## src/rtl/pipeline_pkg.sv

```systemverilog
`default_nettype none
// ============================================================================
//  Module      : pipeline_pkg
//  Description : Shared types and constants for the RV32I pipeline control
//                path: controller state encoding, resolved-hazard encoding
//                and the hard-wired zero register index.
//  Revision    : 1.0 - initial release
// ============================================================================
package pipeline_pkg;

    // Index of the hard-wired zero register; writes to it never create data.
    localparam logic [4:0] REG_X0 = 5'd0;

    // Controller state.
    typedef enum logic [1:0] {
        RUN      = 2'd0,
        MEM_WAIT = 2'd1,
        ERROR    = 2'd2
    } ctrl_state_t;

    // Hazard selected after priority resolution, highest priority last.
    typedef enum logic [2:0] {
        HZ_NONE      = 3'd0,
        HZ_LOAD_USE  = 3'd1,
        HZ_REDIRECT  = 3'd2,
        HZ_MEM_STALL = 3'd3,
        HZ_ERROR     = 3'd4
    } hazard_e;

endpackage : pipeline_pkg
`default_nettype wire

```

## src/rtl/load_use_detect.sv

```systemverilog
`default_nettype none
// ============================================================================
//  Module      : load_use_detect
//  Description : Purely combinational load-use comparator. Flags when the
//                instruction in ID reads a register that the load in EX has
//                not yet produced. x0 never matches.
//  Ports       : rs1_id, rs2_id         - ID source register indices
//                rs1_used_id/rs2_used_id- ID instruction really reads rs1/rs2
//                rd_ex                  - EX destination register
//                load_ex                - EX instruction is a load
//                load_use               - dependency detected
//  Revision    : 1.0 - initial release
// ============================================================================
module load_use_detect
    import pipeline_pkg::*;
(
    input  logic [4:0] rs1_id,
    input  logic [4:0] rs2_id,
    input  logic       rs1_used_id,
    input  logic       rs2_used_id,
    input  logic [4:0] rd_ex,
    input  logic       load_ex,
    output logic       load_use
);

    logic w_rs1_hit;
    logic w_rs2_hit;

    assign w_rs1_hit = rs1_used_id & (rs1_id == rd_ex);
    assign w_rs2_hit = rs2_used_id & (rs2_id == rd_ex);
    assign load_use  = load_ex & (rd_ex != REG_X0) & (w_rs1_hit | w_rs2_hit);

endmodule : load_use_detect
`default_nettype wire

```

## src/rtl/pipeline_controller.sv

```systemverilog
`default_nettype none
// ============================================================================
//  Module      : pipeline_controller
//  Description : Central stall/flush sequencer for the RV32I 5-stage
//                pipeline. Resolves memory stalls, EX redirects and load-use
//                hazards into register enables/flushes, runs a watchdog on
//                memory waits and keeps stall/flush performance counters.
//  Ports       : clk, rst (async, active high)
//                rs1_id, rs2_id, rs1_used_id, rs2_used_id, rd_ex, load_ex
//                                         - load-use inputs
//                redirect_ex              - taken branch / jump in EX
//                dmem_req_mem, dmem_ready - data-memory handshake in MEM
//                pc_en, if_id_en, id_ex_en, ex_mem_en - register enables
//                if_id_flush, id_ex_flush, mem_wb_bubble - NOP insertion
//                mem_error                - sticky watchdog expiry
//                stall_cycles, flush_events - performance counters
//  Revision    : 1.0 - initial release
// ============================================================================
module pipeline_controller
    import pipeline_pkg::*;
#(
    parameter int MEM_TIMEOUT = 16,
    parameter int CNT_W       = 32
) (
    input  logic             clk,
    input  logic             rst,
    input  logic [4:0]       rs1_id,
    input  logic [4:0]       rs2_id,
    input  logic             rs1_used_id,
    input  logic             rs2_used_id,
    input  logic [4:0]       rd_ex,
    input  logic             load_ex,
    input  logic             redirect_ex,
    input  logic             dmem_req_mem,
    input  logic             dmem_ready,
    output logic             pc_en,
    output logic             if_id_en,
    output logic             id_ex_en,
    output logic             ex_mem_en,
    output logic             if_id_flush,
    output logic             id_ex_flush,
    output logic             mem_wb_bubble,
    output logic             mem_error,
    output logic [CNT_W-1:0] stall_cycles,
    output logic [CNT_W-1:0] flush_events
);

    // Wide enough to hold MEM_TIMEOUT-1 plus saturation headroom.
    localparam int WAIT_W = (MEM_TIMEOUT < 2) ? 1 : $clog2(MEM_TIMEOUT + 1);
    localparam logic [WAIT_W-1:0] c_wait_limit = WAIT_W'((MEM_TIMEOUT < 2) ? 0 : MEM_TIMEOUT - 1);
    localparam logic [WAIT_W-1:0] c_wait_max   = {WAIT_W{1'b1}};
    // With a timeout of one cycle the very first stalled cycle already expires.
    localparam logic c_instant_timeout = (MEM_TIMEOUT < 2);

    ctrl_state_t      r_state_q,  w_state_d;
    logic [WAIT_W-1:0] r_wait_q,  w_wait_d;
    logic              r_err_q,   w_err_d;
    logic [CNT_W-1:0]  r_stall_q, w_stall_d;
    logic [CNT_W-1:0]  r_flush_q, w_flush_d;

    logic              w_mem_stall;
    logic              w_load_use;
    logic [WAIT_W-1:0] w_wait_inc;
    hazard_e           w_hazard;

    load_use_detect u_load_use_detect (
        .rs1_id      (rs1_id),
        .rs2_id      (rs2_id),
        .rs1_used_id (rs1_used_id),
        .rs2_used_id (rs2_used_id),
        .rd_ex       (rd_ex),
        .load_ex     (load_ex),
        .load_use    (w_load_use)
    );

    assign w_mem_stall = dmem_req_mem & ~dmem_ready;
    assign w_wait_inc  = (r_wait_q == c_wait_max) ? r_wait_q : r_wait_q + 1'b1;

    // Priority resolution: ERROR > mem_stall > redirect > load_use > none.
    always_comb begin
        w_hazard = HZ_NONE;
        if (r_state_q == ERROR) begin
            w_hazard = HZ_ERROR;
        end else if (w_mem_stall) begin
            w_hazard = HZ_MEM_STALL;
        end else if (redirect_ex) begin
            w_hazard = HZ_REDIRECT;
        end else if (w_load_use) begin
            w_hazard = HZ_LOAD_USE;
        end
    end

    // Next-state, watchdog and counters.
    always_comb begin
        w_state_d = r_state_q;
        w_wait_d  = r_wait_q;
        case (r_state_q)
            RUN: begin
                w_wait_d = '0;
                if (w_mem_stall) begin
                    w_state_d = c_instant_timeout ? ERROR : MEM_WAIT;
                end
            end
            MEM_WAIT: begin
                // The RUN cycle that entered MEM_WAIT was the first stalled
                // cycle, so w_wait_inc == MEM_TIMEOUT-1 marks the
                // MEM_TIMEOUT-th consecutive stalled cycle.
                if (w_mem_stall) begin
                    w_wait_d = w_wait_inc;
                    if (w_wait_inc >= c_wait_limit) begin
                        w_state_d = ERROR;
                    end
                end else begin
                    // Access completed (or was withdrawn): this cycle is
                    // already a normal cycle resolved by the lower priorities.
                    w_state_d = RUN;
                    w_wait_d  = '0;
                end
            end
            ERROR: begin
                w_state_d = ERROR;
            end
            default: begin
                w_state_d = RUN;
                w_wait_d  = '0;
            end
        endcase

        w_err_d   = r_err_q | (w_state_d == ERROR);
        w_stall_d = r_stall_q;
        w_flush_d = r_flush_q;
        if ((w_hazard == HZ_MEM_STALL) || (w_hazard == HZ_LOAD_USE)) begin
            w_stall_d = r_stall_q + 1'b1;
        end
        if (w_hazard == HZ_REDIRECT) begin
            w_flush_d = r_flush_q + 1'b1;
        end
    end

    always_ff @(posedge clk or posedge rst) begin
        if (rst) begin
            r_state_q <= RUN;
            r_wait_q  <= '0;
            r_err_q   <= 1'b0;
            r_stall_q <= '0;
            r_flush_q <= '0;
        end else begin
            r_state_q <= w_state_d;
            r_wait_q  <= w_wait_d;
            r_err_q   <= w_err_d;
            r_stall_q <= w_stall_d;
            r_flush_q <= w_flush_d;
        end
    end

    // Output decode. While rst is held the pipeline runs freely so that the
    // reset state flows through every stage register.
    always_comb begin
        pc_en         = 1'b1;
        if_id_en      = 1'b1;
        id_ex_en      = 1'b1;
        ex_mem_en     = 1'b1;
        if_id_flush   = 1'b0;
        id_ex_flush   = 1'b0;
        mem_wb_bubble = 1'b0;
        if (!rst) begin
            case (w_hazard)
                HZ_ERROR: begin
                    pc_en     = 1'b0;
                    if_id_en  = 1'b0;
                    id_ex_en  = 1'b0;
                    ex_mem_en = 1'b0;
                end
                HZ_MEM_STALL: begin
                    pc_en         = 1'b0;
                    if_id_en      = 1'b0;
                    id_ex_en      = 1'b0;
                    ex_mem_en     = 1'b0;
                    mem_wb_bubble = 1'b1;
                end
                HZ_REDIRECT: begin
                    if_id_flush = 1'b1;
                    id_ex_flush = 1'b1;
                end
                HZ_LOAD_USE: begin
                    // Hold PC and IF/ID, drop a bubble into ID/EX, let the
                    // load advance: exactly one cycle lost.
                    pc_en       = 1'b0;
                    if_id_en    = 1'b0;
                    id_ex_flush = 1'b1;
                end
                default: begin
                    pc_en = 1'b1;
                end
            endcase
        end
    end

    assign mem_error    = r_err_q;
    assign stall_cycles = r_stall_q;
    assign flush_events = r_flush_q;

endmodule : pipeline_controller
`default_nettype wire

```

## config.mk

```make
export PLATFORM = sky130hd
export DESIGN_NAME = pipeline_controller
export DESIGN_NICKNAME = d
export VERILOG_FILES = /design/src/rtl/pipeline_pkg.sv /design/src/rtl/load_use_detect.sv /design/src/rtl/pipeline_controller.sv
export SDC_FILE = /design/constraint.sdc
export NUM_CORES = 1
export LEC_CHECK = 0
export CORE_UTILIZATION = 40
export CTS_CLUSTER_DIAMETER = 200
export DETAILED_ROUTE_END_ITERATION = 8
export GPL_TIMING_DRIVEN = 0
export HOLD_SLACK_MARGIN = 0.03
export PLACE_DENSITY = 0.79
export SYNTH_ARGS = -nofsm -noshare
export SYNTH_HDL_FRONTEND = slang
export SYNTH_HIERARCHICAL = 1
export SYNTH_SLANG_ARGS = --single-unit
```

## constraint.sdc

```tcl
create_clock -name clk -period 5.8 [get_ports clk]
set_clock_uncertainty 0.2 [all_clocks]
set_input_delay 1.74 -clock clk [delete_from_list [all_inputs] [get_ports clk]]
set_output_delay 1.74 -clock clk [all_outputs]
set_load 0.02 [all_outputs]
```

# == Word-level counts from Yosys, hierarchy flattened ==
# Cells that the tools add are included.
# word_totals
ff_bits,72
latch_bits,0
ramBits,0
mem_bits_ro,0
inputBits,23
out_inout_bits,72
word_cells,54
memories,0
# op_classes
add_sub_neg,3
n_mul,0
n_div,0
n_lt_le_gt_ge,1
eq_ne,10
n_shift,0
n_mux,21
n_bitwise,8
n_reduce_logical,6
# op_table
op,n
$add A32 B1 Y32 const B,2
$mux W1,11
$eq A5 B5 Y1,2
$mux W2,5
$mux W5,2
$pmux W5 S2,1
$eq A3 B2 Y1 const B,2
$pmux W2 S3,1
$add A5 B1 Y5 const B,1
$and A1 B1 Y1,5
$eq A5 B5 Y1 const B,1
$ge A5 B4 Y1 const B,1
$reduce_bool A5 Y1,1
$eq A2 B2 Y1 const B,2
$reduce_or A2 Y1,2
$eq A3 B1 Y1 const B,1
$eq A3 B3 Y1 const B,1
$mux W3,1
$reduce_or A3 Y1,1
$eq A2 B1 Y1 const B,1
$logic_not A2 Y1,1
$or A1 B1 Y1,2
$logic_or A1 B1 Y1,1
$not A1 Y1,1

# == Depth between registers and ports, before layout ==
# Gate-level depths: netlist (run 1).
# depth
word_depth,12
ltp_mapped,9
depth_no_buf,9

# == By module ==
# The synthesis (run 1) kept the hierarchy.
# modules_own_cells
mod,instances,cells_each,area_per_inst_um2,seq_area_each_um2
pipeline_controller,1,296,3349.5,1801.7
load_use_detect,1,17,133.9,0.0

# == Worst setup path after synthesis (run 1) ==
# No wires, ideal clock.
# synth_timing
path_type,input -> output
startpoint,input rst
endpoint,output id_ex_en
arrival_ns,4.121
required_time_ns,3.860
slack_ns,-0.261
stages,3
n_path_buf,1
cell_sequence,inv_1 > nand2_1 > buf_4
# synth_between
elab_chain_len,1
# synth_rtl
item,line_no,text
from (decl),pipeline_controller.sv:26,"input logic rst,"
$mux W1,--,
to (decl),pipeline_controller.sv:38,"output logic id_ex_en,"
# No other way between the ends.

# == Final worst setup path (run 1) ==
# layout_timing
startpoint,input rd_ex[0]
endpoint,output if_id_en
# layout_between
elab_chain_len,12
elab_cells_between_ends,18
cone_classes,eq/ne (5); mux (6); bitwise (5); reduce/logical (2)
# layout_rtl
item,line_no,text
from (decl),pipeline_controller.sv:31,"input logic [4:0] rd_ex,"
"$eq A5 B5 Y1, on equally long branches","load_use_detect.sv:29, load_use_detect.sv:30",
"$and A1 B1 Y1, on equally long branches","load_use_detect.sv:29, load_use_detect.sv:30",
$or A1 B1 Y1,load_use_detect.sv:31,assign load_use = load_ex & (rd_ex != REG_X0) & (w_rs1_hit | w_rs2_hit);
$and A1 B1 Y1 (*),load_use_detect.sv:31,
named net w_load_use,pipeline_controller.sv:62,logic w_load_use;
$mux W1 (*),pipeline_controller.sv:88,end else if (w_load_use) begin
$mux W2 (*),pipeline_controller.sv:86,end else if (redirect_ex) begin
$mux W2 (*),pipeline_controller.sv:84,end else if (w_mem_stall) begin
$mux W3 (*),pipeline_controller.sv:82,if (r_state_q == ERROR) begin
"$eq A3 B2 Y1, or another cell as far along",pipeline_controller.sv:167,case (w_hazard)
$reduce_or A3 Y1 (no line) (*),--,
$mux W1 (*),pipeline_controller.sv:167,
$mux W1 (*),pipeline_controller.sv:166,if (!rst) begin
to (decl),pipeline_controller.sv:37,"output logic if_id_en,"
# The timed path passes the listed nets; every way through them passes the cells marked *.

==> results of run 1 <==
worst max path at each step:
stage | start | end | depth (start not counted)
floorplan | rst | id_ex_en | 3
global placement | rst | id_ex_en | 5
detailed placement | rst | id_ex_en | 6
CTS | rd_ex[4] | id_ex_flush | 8
global route | rd_ex[0] | if_id_en | 9
finish | rd_ex[0] | if_id_en | 9
metrics by stage:
step,instance area (µm²),setup WS (ns),TNS (ns)
3_5_place_dp,4580,-0.524,-1.50
6_report,4860,0.127,0
5_1_grt,4860,0.0123,0
4_1_cts,4850,0.00783,0
3_3_place_gp,4560,-1.05,-3.96
2_1_floorplan,3490,0.387,0
per-layer routing:
metal	track usage	vias to the layer above	routed length, µm
li1	-	1303	-
met1	0.218	1341	3330
met2	0.298	63	3720
met3	0.0574	14	383
met4	0.0530	0	104
met5	0	-	0
layout by cell type, fill, tap and decap left out, drive strengths merged, types with 2 or more instances in the layout:
master	instances
a21oi	6
a41oi	2
and2	2
and3	17
and4	4
buf	6
bufinv	3
clkbuf	12
clkdlybuf4s50	88
clkinv	2
clkinvlp	2
dfrtp	72
dlymetal6s2s	4
ha	3
inv	2
mux2	2
nand2	31
nand2b	3
nand3	30
nand3b	2
nand4	13
nor2	16
nor2b	5
nor3	5
nor4	7
o21ai	5
or2	2
xnor2	49
xor2	23
sequential cells by signal, indices dropped and copies added (netlist names):
| signal | count |
|---|---|
| flush_events | 32 |
| mem_error | 1 |
| r_state_q | 2 |
| r_wait_q | 5 |
| stall_cycles | 32 |
report_power, final:
part,switching [µW],internal [µW]
combinational,134,134
clock,187,298
sequential,55.1,543
cells by family (layout without fill, tap and decap cells):
kind of cell | after synthesis | after routing
buffers and inverters | 6 | 120
and+or+nand+nor | 141 | 141
xor gates and xnor gates | 72 | 72
DFF | 72 | 72
AOI/OAI and AO/OA | 16 | 16
muxes | 2 | 2
adders and majority gates | 4 | 4
final cells by class:
cell class / instances / area [µm²]
clock inverters: 5 / 104
fillers: 706 / 3480
repair buffers: 97 / 980
multi-input cells: 235 / 1660
repair inverters: 1 / 5.00
clock buffers: 11 / 141
plain buffers: 3 / 26.3
well taps: 105 / 131
inverters: 3 / 15.0
flip-flops and latches: 72 / 1800
what timing repair did:
action / in CTS / in global routing
setup endpoints to repair: 4 / 3
resized for setup: 4 / 7
buffers inserted: 2 / 0
pin swaps: 1 / 3
cloned: 1 / 0
endpoints found under the hold margin: 0 / 0
==> report_table.html, run 1 <==
<table>
<tr><th>Metric</th><th>Value</th></tr>
<tr><th colspan="2">Run status</th></tr>
<tr><td>Result of the run</td><td>finished, final reports clean</td></tr>
<tr><th colspan="2">Critical path</th></tr>
<tr><td>CP bufs+invs</td><td>2</td></tr>
<tr><td>Critical register-to-register path startpoint</td><td>r_wait_q[0]$_DFFE_PP0N_</td></tr>
<tr><td>Worst reg2reg setup slack</td><td>3.57 ns</td></tr>
<tr><td>Most used cell along the critical path</td><td>sky130_fd_sc_hd__nand2_1</td></tr>
<tr><td>Reg2Reg Depth</td><td>6</td></tr>
<tr><td>Cell family with most CP delay</td><td>simple AND/OR/NAND/NOR gates</td></tr>
<tr><td>Largest fanout on the critical path</td><td>3</td></tr>
<tr><td>Highest cell delay on the worst timing path</td><td>0.54 ns</td></tr>
<tr><td>Worst Path Class, Setup</td><td>input port to output pin</td></tr>
<tr><td>Capturing point of the worst reg2reg path</td><td>mem_error$_DFF_PP0_</td></tr>
<tr><td>Data required, critical path</td><td>3.86 ns</td></tr>
<tr><td>Startpoint type of the worst setup path</td><td>input port</td></tr>
<tr><td>Arrival time of the worst setup path</td><td>3.73 ns</td></tr>
<tr><td>Slowest cell on the critical path</td><td>sky130_fd_sc_hd__or4_1</td></tr>
<tr><td>Critical path endpoint category</td><td>output pin</td></tr>
<tr><td>Chain of cells forming the critical path</td><td>clkdlybuf4s50_1, or4_1, o21ai_1, a21oi_2, nor2b_4, nor2_1, nand2_1, nand2_1, dlygate4sd2_1</td></tr>
<tr><th colspan="2">Detailed routing</th></tr>
<tr><td>Total length of routed wires</td><td>7.54 mm</td></tr>
<tr><td>Number of design-rule violations left by the first detailed-router iteration</td><td>134</td></tr>
<tr><td>Routed length per instance</td><td>14.2 µm</td></tr>
<tr><td>Via count normalized by instance count</td><td>5.11</td></tr>
<tr><td>Vias after detailed routing</td><td>2721</td></tr>
<tr><td>Residual DRC</td><td>0</td></tr>
<tr><td>Final ANT Viol Nets</td><td>0</td></tr>
<tr><td>Detailed Routing Iterations Pass 1</td><td>4</td></tr>
<tr><th colspan="2">Synth</th></tr>
<tr><td>Average footprint of a synthesized cell</td><td>11.1 µm²</td></tr>
<tr><td>Netlist area before placement</td><td>3480 µm²</td></tr>
<tr><td>Synthesized-area fraction occupied by ao, oa, aoi and oai cells</td><td>0.0316</td></tr>
<tr><td>Register area share after synthesis</td><td>0.517</td></tr>
<tr><td>Mapped Cells</td><td>313</td></tr>
<tr><td>Simple-gate area share of the yosys netlist</td><td>0.239</td></tr>
<tr><td>Most frequently used flop master after synthesis</td><td>sky130_fd_sc_hd__dfrtp_1</td></tr>
<tr><td>Top cell type by total area after synthesis</td><td>sky130_fd_sc_hd__dfrtp_1</td></tr>
<tr><td>Main combinational cell family by area after synthesis</td><td>simple AND/OR/NAND/NOR gates</td></tr>
<tr><td>Synth top cells by count</td><td>72 x sky130_fd_sc_hd__dfrtp_1, 49 x sky130_fd_sc_hd__xnor2_1, 31 x sky130_fd_sc_hd__nand2_1</td></tr>
<tr><td>Most frequent cell after synthesis</td><td>sky130_fd_sc_hd__dfrtp_1</td></tr>
<tr><td>Multiplexer fraction of the synthesized cell area</td><td>0.00647</td></tr>
<tr><td>Ys Warns</td><td>6</td></tr>
<tr><td>Area share of fa/ha/maj cells after synthesis</td><td>0.0136</td></tr>
<tr><td>Top cells by area, synth</td><td>sky130_fd_sc_hd__dfrtp_1 52%, sky130_fd_sc_hd__xnor2_1 12%, sky130_fd_sc_hd__xor2_1 5.8%, sky130_fd_sc_hd__nand3_1 4.2%, sky130_fd_sc_hd__nand2_1 3.3%</td></tr>
<tr><td>Number of enable flip-flop cells after synthesis</td><td>0</td></tr>
<tr><td>Syn_nets</td><td>339</td></tr>
<tr><td>Number of distinct library cell variants in the gate-level netlist after synthesis</td><td>40</td></tr>
<tr><td>Async set-or-reset flop fraction in the synthesized netlist</td><td>1.00</td></tr>
<tr><td>Fraction of synthesized cell area taken by the top area cell type</td><td>0.517</td></tr>
<tr><td>Xor and xnor area share after synthesis</td><td>0.181</td></tr>
<tr><td>Seq cells post-synth</td><td>72</td></tr>
<tr><th colspan="2">Floorplan</th></tr>
<tr><td>Core box area</td><td>8340 µm²</td></tr>
<tr><td>Row Count</td><td>33</td></tr>
<tr><td>Overall die height</td><td>95.3 µm</td></tr>
<tr><td>Die W</td><td>95.3 µm</td></tr>
<tr><td>Number of ports placed on the die boundary</td><td>95</td></tr>
<tr><td>Starting Density</td><td>0.418</td></tr>
<tr><td>Die ar.</td><td>9090 µm²</td></tr>
<tr><th colspan="2">Worst hold path</th></tr>
<tr><td>Min-delay src</td><td>stall_cycles[31]$_DFFE_PP0P_</td></tr>
<tr><td>Hold depth</td><td>1</td></tr>
<tr><td>Hold endpoint</td><td>stall_cycles[31]$_DFFE_PP0P_</td></tr>
<tr><td>Hold Path Class</td><td>flip-flop to flip-flop</td></tr>
<tr><th colspan="2">Layout</th></tr>
<tr><td>Post-route insts no fill</td><td>532</td></tr>
<tr><td>Ratio of cells with drive above 1 in the final layout</td><td>0.0984</td></tr>
<tr><td>Area growth from synthesis to layout</td><td>39.6%</td></tr>
<tr><td>Number of nets in the finished design</td><td>448</td></tr>
<tr><td>Final core utilization</td><td>0.583</td></tr>
<tr><td>Diodes inserted</td><td>0</td></tr>
<tr><th colspan="2">Timing</th></tr>
<tr><td>Max Freq</td><td>176 MHz</td></tr>
<tr><td>Slew margin rel.</td><td>0.441</td></tr>
<tr><td>Final period demand of the worst path</td><td>5.67 ns</td></tr>
<tr><td>Worst hold margin</td><td>0.272 ns</td></tr>
<tr><td>Transition at the pin with the smallest max-transition slack</td><td>0.833 ns</td></tr>
<tr><td>Final Hold Violating Endpoints</td><td>0</td></tr>
<tr><td>Unrepaired setup endpoints after global routing</td><td>false</td></tr>
<tr><td>Number of max-slew violations in the final report</td><td>0</td></tr>
<tr><td>Final Setup Violations</td><td>0</td></tr>
<tr><td>Final cycle utilization of the critical path</td><td>0.978</td></tr>
<tr><th colspan="2">Global route</th></tr>
<tr><td>Overall fraction of global-route tracks in use</td><td>0.178</td></tr>
<tr><td>Largest net degree at the start of global routing</td><td>40</td></tr>
<tr><td>Wire length of the first global-routing pass</td><td>12.3 mm</td></tr>
<tr><td>Antenna violations before repair</td><td>0</td></tr>
<tr><td>Number of global-route vias before repair</td><td>2604</td></tr>
<tr><td>Global route total overflow</td><td>0</td></tr>
<tr><th colspan="2">CTS</th></tr>
<tr><td>Clock-pin slew on the worst setup and hold paths</td><td>0.08 ns</td></tr>
<tr><td>Total CTS buffers</td><td>9</td></tr>
<tr><td>Count of clock tree sinks</td><td>72</td></tr>
<tr><td>Root buffer selected by CTS</td><td>sky130_fd_sc_hd__clkbuf_8</td></tr>
<tr><td>TritonCTS clock tree</td><td>built</td></tr>
<tr><td>Insertion delay of the later-clocked pin in the worst-skew pair</td><td>0.34 ns</td></tr>
<tr><td>Worst-case clock buffer depth</td><td>2</td></tr>
<tr><td>Number of hold buffers added after cts</td><td>0</td></tr>
<tr><td>Number of H-tree branching levels</td><td>3</td></tr>
<tr><th colspan="2">Place</th></tr>
<tr><td>Placed cell count</td><td>513</td></tr>
<tr><td>Final RePlAce weighted congestion</td><td>0.797</td></tr>
<tr><td>Post-DP HPWL</td><td>5.44 mm</td></tr>
<tr><td>Number of I/O port buffers</td><td>94</td></tr>
<tr><th colspan="2">Power and ir drop</th></tr>
<tr><td>Static power due to leakage</td><td>0.00215 µW</td></tr>
<tr><td>Maximum vdd drop</td><td>287 µV</td></tr>
<tr><td>Pwr dens</td><td>278 nW/µm²</td></tr>
<tr><td>Total Power</td><td>1350 µW</td></tr>
<tr><th colspan="2">Job</th></tr>
<tr><td>Maxcap violations</td><td>0</td></tr>
</table>
(Power assumes the default switching activity.)
==> run 2, diff against run 1 <==
Settings changed: CORE_MARGIN set to 5, TNS_END_PERCENT set to 100.
Clock period 5.8 ns to 6.1 ns, I/O delays scaled along.
==> report_table.html, run 2 (synthesis gave the netlist of run 1 again) <==
<table>
<tr><th>Metric</th><th>Value</th></tr>
<tr><th colspan="2">Global route</th></tr>
<tr><td>Antenna violations before repair</td><td>0</td></tr>
<tr><td>Number of global-route vias before repair</td><td>2860</td></tr>
<tr><td>Wire length of the first global-routing pass</td><td>13.5 mm</td></tr>
<tr><td>Overall fraction of global-route tracks in use</td><td>0.161</td></tr>
<tr><td>Global route total overflow</td><td>0</td></tr>
<tr><td>Largest net degree at the start of global routing</td><td>43</td></tr>
<tr><th colspan="2">Place</th></tr>
<tr><td>Final RePlAce weighted congestion</td><td>0.768</td></tr>
<tr><td>Number of I/O port buffers</td><td>94</td></tr>
<tr><td>Post-DP HPWL</td><td>5.98 mm</td></tr>
<tr><td>Post-DP Area</td><td>4580 µm²</td></tr>
<tr><th colspan="2">Worst hold path</th></tr>
<tr><td>Hold depth</td><td>1</td></tr>
<tr><td>Min-delay src</td><td>flush_events[31]$_DFFE_PP0N_</td></tr>
<tr><td>Hold endpoint</td><td>flush_events[31]$_DFFE_PP0N_</td></tr>
<tr><td>Hold Path Class</td><td>flip-flop to flip-flop</td></tr>
<tr><th colspan="2">Power and ir drop</th></tr>
<tr><td>Pwr dens</td><td>268 nW/µm²</td></tr>
<tr><td>Static power due to leakage</td><td>0.00213 µW</td></tr>
<tr><td>Total Power</td><td>1300 µW</td></tr>
<tr><td>Maximum vdd drop</td><td>211 µV</td></tr>
<tr><th colspan="2">Timing</th></tr>
<tr><td>Final cycle utilization of the critical path</td><td>0.973</td></tr>
<tr><td>Number of max-slew violations in the final report</td><td>0</td></tr>
<tr><td>Final Hold Violating Endpoints</td><td>0</td></tr>
<tr><td>Slew margin rel.</td><td>0.461</td></tr>
<tr><td>Max Freq</td><td>168 MHz</td></tr>
<tr><td>Transition at the pin with the smallest max-transition slack</td><td>0.803 ns</td></tr>
<tr><td>Final Setup Violations</td><td>0</td></tr>
<tr><td>Final period demand of the worst path</td><td>5.94 ns</td></tr>
<tr><th colspan="2">CTS</th></tr>
<tr><td>Count of clock tree sinks</td><td>72</td></tr>
<tr><td>Insertion delay of the later-clocked pin in the worst-skew pair</td><td>0.33 ns</td></tr>
<tr><td>Number of hold buffers added after cts</td><td>0</td></tr>
<tr><td>TritonCTS clock tree</td><td>built</td></tr>
<tr><td>Clock-pin slew on the worst setup and hold paths</td><td>0.07 ns</td></tr>
<tr><td>Worst-case clock buffer depth</td><td>2</td></tr>
<tr><td>Root buffer selected by CTS</td><td>sky130_fd_sc_hd__clkbuf_8</td></tr>
<tr><td>Total CTS buffers</td><td>9</td></tr>
<tr><td>Number of H-tree branching levels</td><td>3</td></tr>
<tr><th colspan="2">Layout</th></tr>
<tr><td>Ratio of cells with drive above 1 in the final layout</td><td>0.0981</td></tr>
<tr><td>Diodes inserted</td><td>0</td></tr>
<tr><td>Most common cell after layout, fill and taps aside</td><td>sky130_fd_sc_hd__clkdlybuf4s50_1</td></tr>
<tr><td>Area growth from synthesis to layout</td><td>40.0%</td></tr>
<tr><td>Most frequent cells in the layout</td><td>90 x sky130_fd_sc_hd__clkdlybuf4s50_1, 72 x sky130_fd_sc_hd__dfrtp_1, 49 x sky130_fd_sc_hd__xnor2_1</td></tr>
<tr><td>Number of nets in the finished design</td><td>449</td></tr>
<tr><td>Final standard cell area without fillers</td><td>4880 µm²</td></tr>
<tr><td>Total of fill cells in the finished design</td><td>750</td></tr>
<tr><th colspan="2">Detailed routing</th></tr>
<tr><td>Number of design-rule violations left by the first detailed-router iteration</td><td>90</td></tr>
<tr><td>Detailed Routing Iterations Pass 1</td><td>4</td></tr>
<tr><td>Routed length per instance</td><td>15.1 µm</td></tr>
<tr><td>Total length of routed wires</td><td>8.09 mm</td></tr>
<tr><td>Residual DRC</td><td>0</td></tr>
<tr><td>Vias after detailed routing</td><td>2723</td></tr>
<tr><td>Via count normalized by instance count</td><td>5.08</td></tr>
<tr><td>Final ANT Viol Nets</td><td>0</td></tr>
<tr><th colspan="2">Critical path</th></tr>
<tr><td>Worst Path Class, Setup</td><td>input port to output pin</td></tr>
<tr><td>Arrival time of the worst setup path</td><td>3.91 ns</td></tr>
<tr><td>Largest fanout on the critical path</td><td>3</td></tr>
<tr><td>Startpoint type of the worst setup path</td><td>input port</td></tr>
<tr><td>Worst reg2reg setup slack</td><td>3.90 ns</td></tr>
<tr><td>Critical register-to-register path startpoint</td><td>r_wait_q[0]$_DFFE_PP0N_</td></tr>
<tr><td>Data required, critical path</td><td>4.07 ns</td></tr>
<tr><td>Critical path endpoint category</td><td>output pin</td></tr>
<tr><td>Reg2Reg Depth</td><td>6</td></tr>
<tr><td>Capturing point of the worst reg2reg path</td><td>mem_error$_DFF_PP0_</td></tr>
<tr><th colspan="2">Floorplan</th></tr>
<tr><td>Starting Density</td><td>0.405</td></tr>
<tr><td>Number of ports placed on the die boundary</td><td>95</td></tr>
<tr><td>Die ar.</td><td>10700 µm²</td></tr>
<tr><td>Overall die height</td><td>103 µm</td></tr>
<tr><td>Row Count</td><td>34</td></tr>
<tr><td>Core box area</td><td>8590 µm²</td></tr>
<tr><td>Die W</td><td>103 µm</td></tr>
<tr><th colspan="2">Run status</th></tr>
<tr><td>Result of the run</td><td>finished, final reports clean</td></tr>
<tr><th colspan="2">Job</th></tr>
<tr><td>Maxcap violations</td><td>0</td></tr>
</table>
-- run 2: changes by cell type in the layout (fill, tap and decap cells not counted) --
cell and change:
sky130_fd_sc_hd__clkinv_4 -1, sky130_fd_sc_hd__nor4_2 -1, sky130_fd_sc_hd__clkdlybuf4s50_1 +2, sky130_fd_sc_hd__buf_4 +1
sky130_fd_sc_hd__clkdlybuf4s15_1 +1, sky130_fd_sc_hd__nor4_1 +1, sky130_fd_sc_hd__clkinvlp_4 +1, sky130_fd_sc_hd__clkbuf_8 +1
sky130_fd_sc_hd__dlymetal6s2s_1 -2, sky130_fd_sc_hd__clkbuf_2 -1, sky130_fd_sc_hd__clkbuf_1 -1
-- run 2: worst max-delay path, stage by stage --
cell	delay, ns
sky130_fd_sc_hd__clkdlybuf4s50_1	0.46
sky130_fd_sc_hd__or4_1	0.55
sky130_fd_sc_hd__o21ai_1	0.16
sky130_fd_sc_hd__a21oi_2	0.06
sky130_fd_sc_hd__nor2b_4	0.14
sky130_fd_sc_hd__nor2_1	0.13
sky130_fd_sc_hd__nand2_1	0.07
sky130_fd_sc_hd__nand2_1	0.09
sky130_fd_sc_hd__buf_4	0.11
sky130_fd_sc_hd__clkdlybuf4s15_1	0.29
-- run 2: layout make-up --
class | count | area [µm²] | area share
Clock inverter | 5 | 103 | 0.0210
Inverter | 3 | 15.0 | 0.00308
Timing Repair inverter | 1 | 5.00 | 0.00103
Sequential cell | 72 | 1800 | 0.369
Timing Repair Buffer | 98 | 987 | 0.202
Multi-Input combinational cell | 235 | 1650 | 0.339
Tap cell | 108 | 135 | 0.0277
Buffer | 3 | 26.3 | 0.00539
Clock buffer | 11 | 151 | 0.0310
-- run 2: power breakdown --
part / switching, µW / total (µW) / internal [µW]
combinational: 134 / 261 / 128
sequential: 54.0 / 570 / 516
clock: 180 / 474 / 294
-- run 2: repair_timing --
action,in CTS,in global routing
gates cloned,1,0
endpoints found under the setup margin,3,2
pin swaps,0,3
setup buffers,2,1
resized for setup,4,3
-- run 2: metrics by stage --
stage	setup slack [ns]	setup TNS [ns]	util	instances	hold WS [ns]
3_3_place_gp	-0.860	-3.22	0.531	515	0.256
6_report	0.162	0	0.568	536	0.270
3_5_place_dp	-0.358	-0.720	0.533	516	0.261
4_1_cts	0.106	0	0.566	535	0.277
2_1_floorplan	0.507	0	-	313	0.262
5_1_grt	-0.00234	-0.00234	0.568	536	0.297
-- run 2: layer usage --
layer,up-vias,GRT usage,routed length (µm)
li1,1312,-,-
met1,1326,0.199,3420
met2,73,0.264,4070
met3,12,0.0516,467
met4,0,0.0578,133
met5,-,0,0
-- run 2: worst max-delay path by stage --
stage | start | endpoint | slack [ns] | depth (start not counted)
detailed placement | rst | pc_en | -0.36 | 6
floorplan | rst | id_ex_en | 0.51 | 3
CTS | rd_ex[3] | pc_en | 0.11 | 11
finish | rd_ex[0] | pc_en | 0.16 | 10
global placement | rst | id_ex_en | -0.86 | 5
global route | rd_ex[4] | pc_en | -0.002 | 11
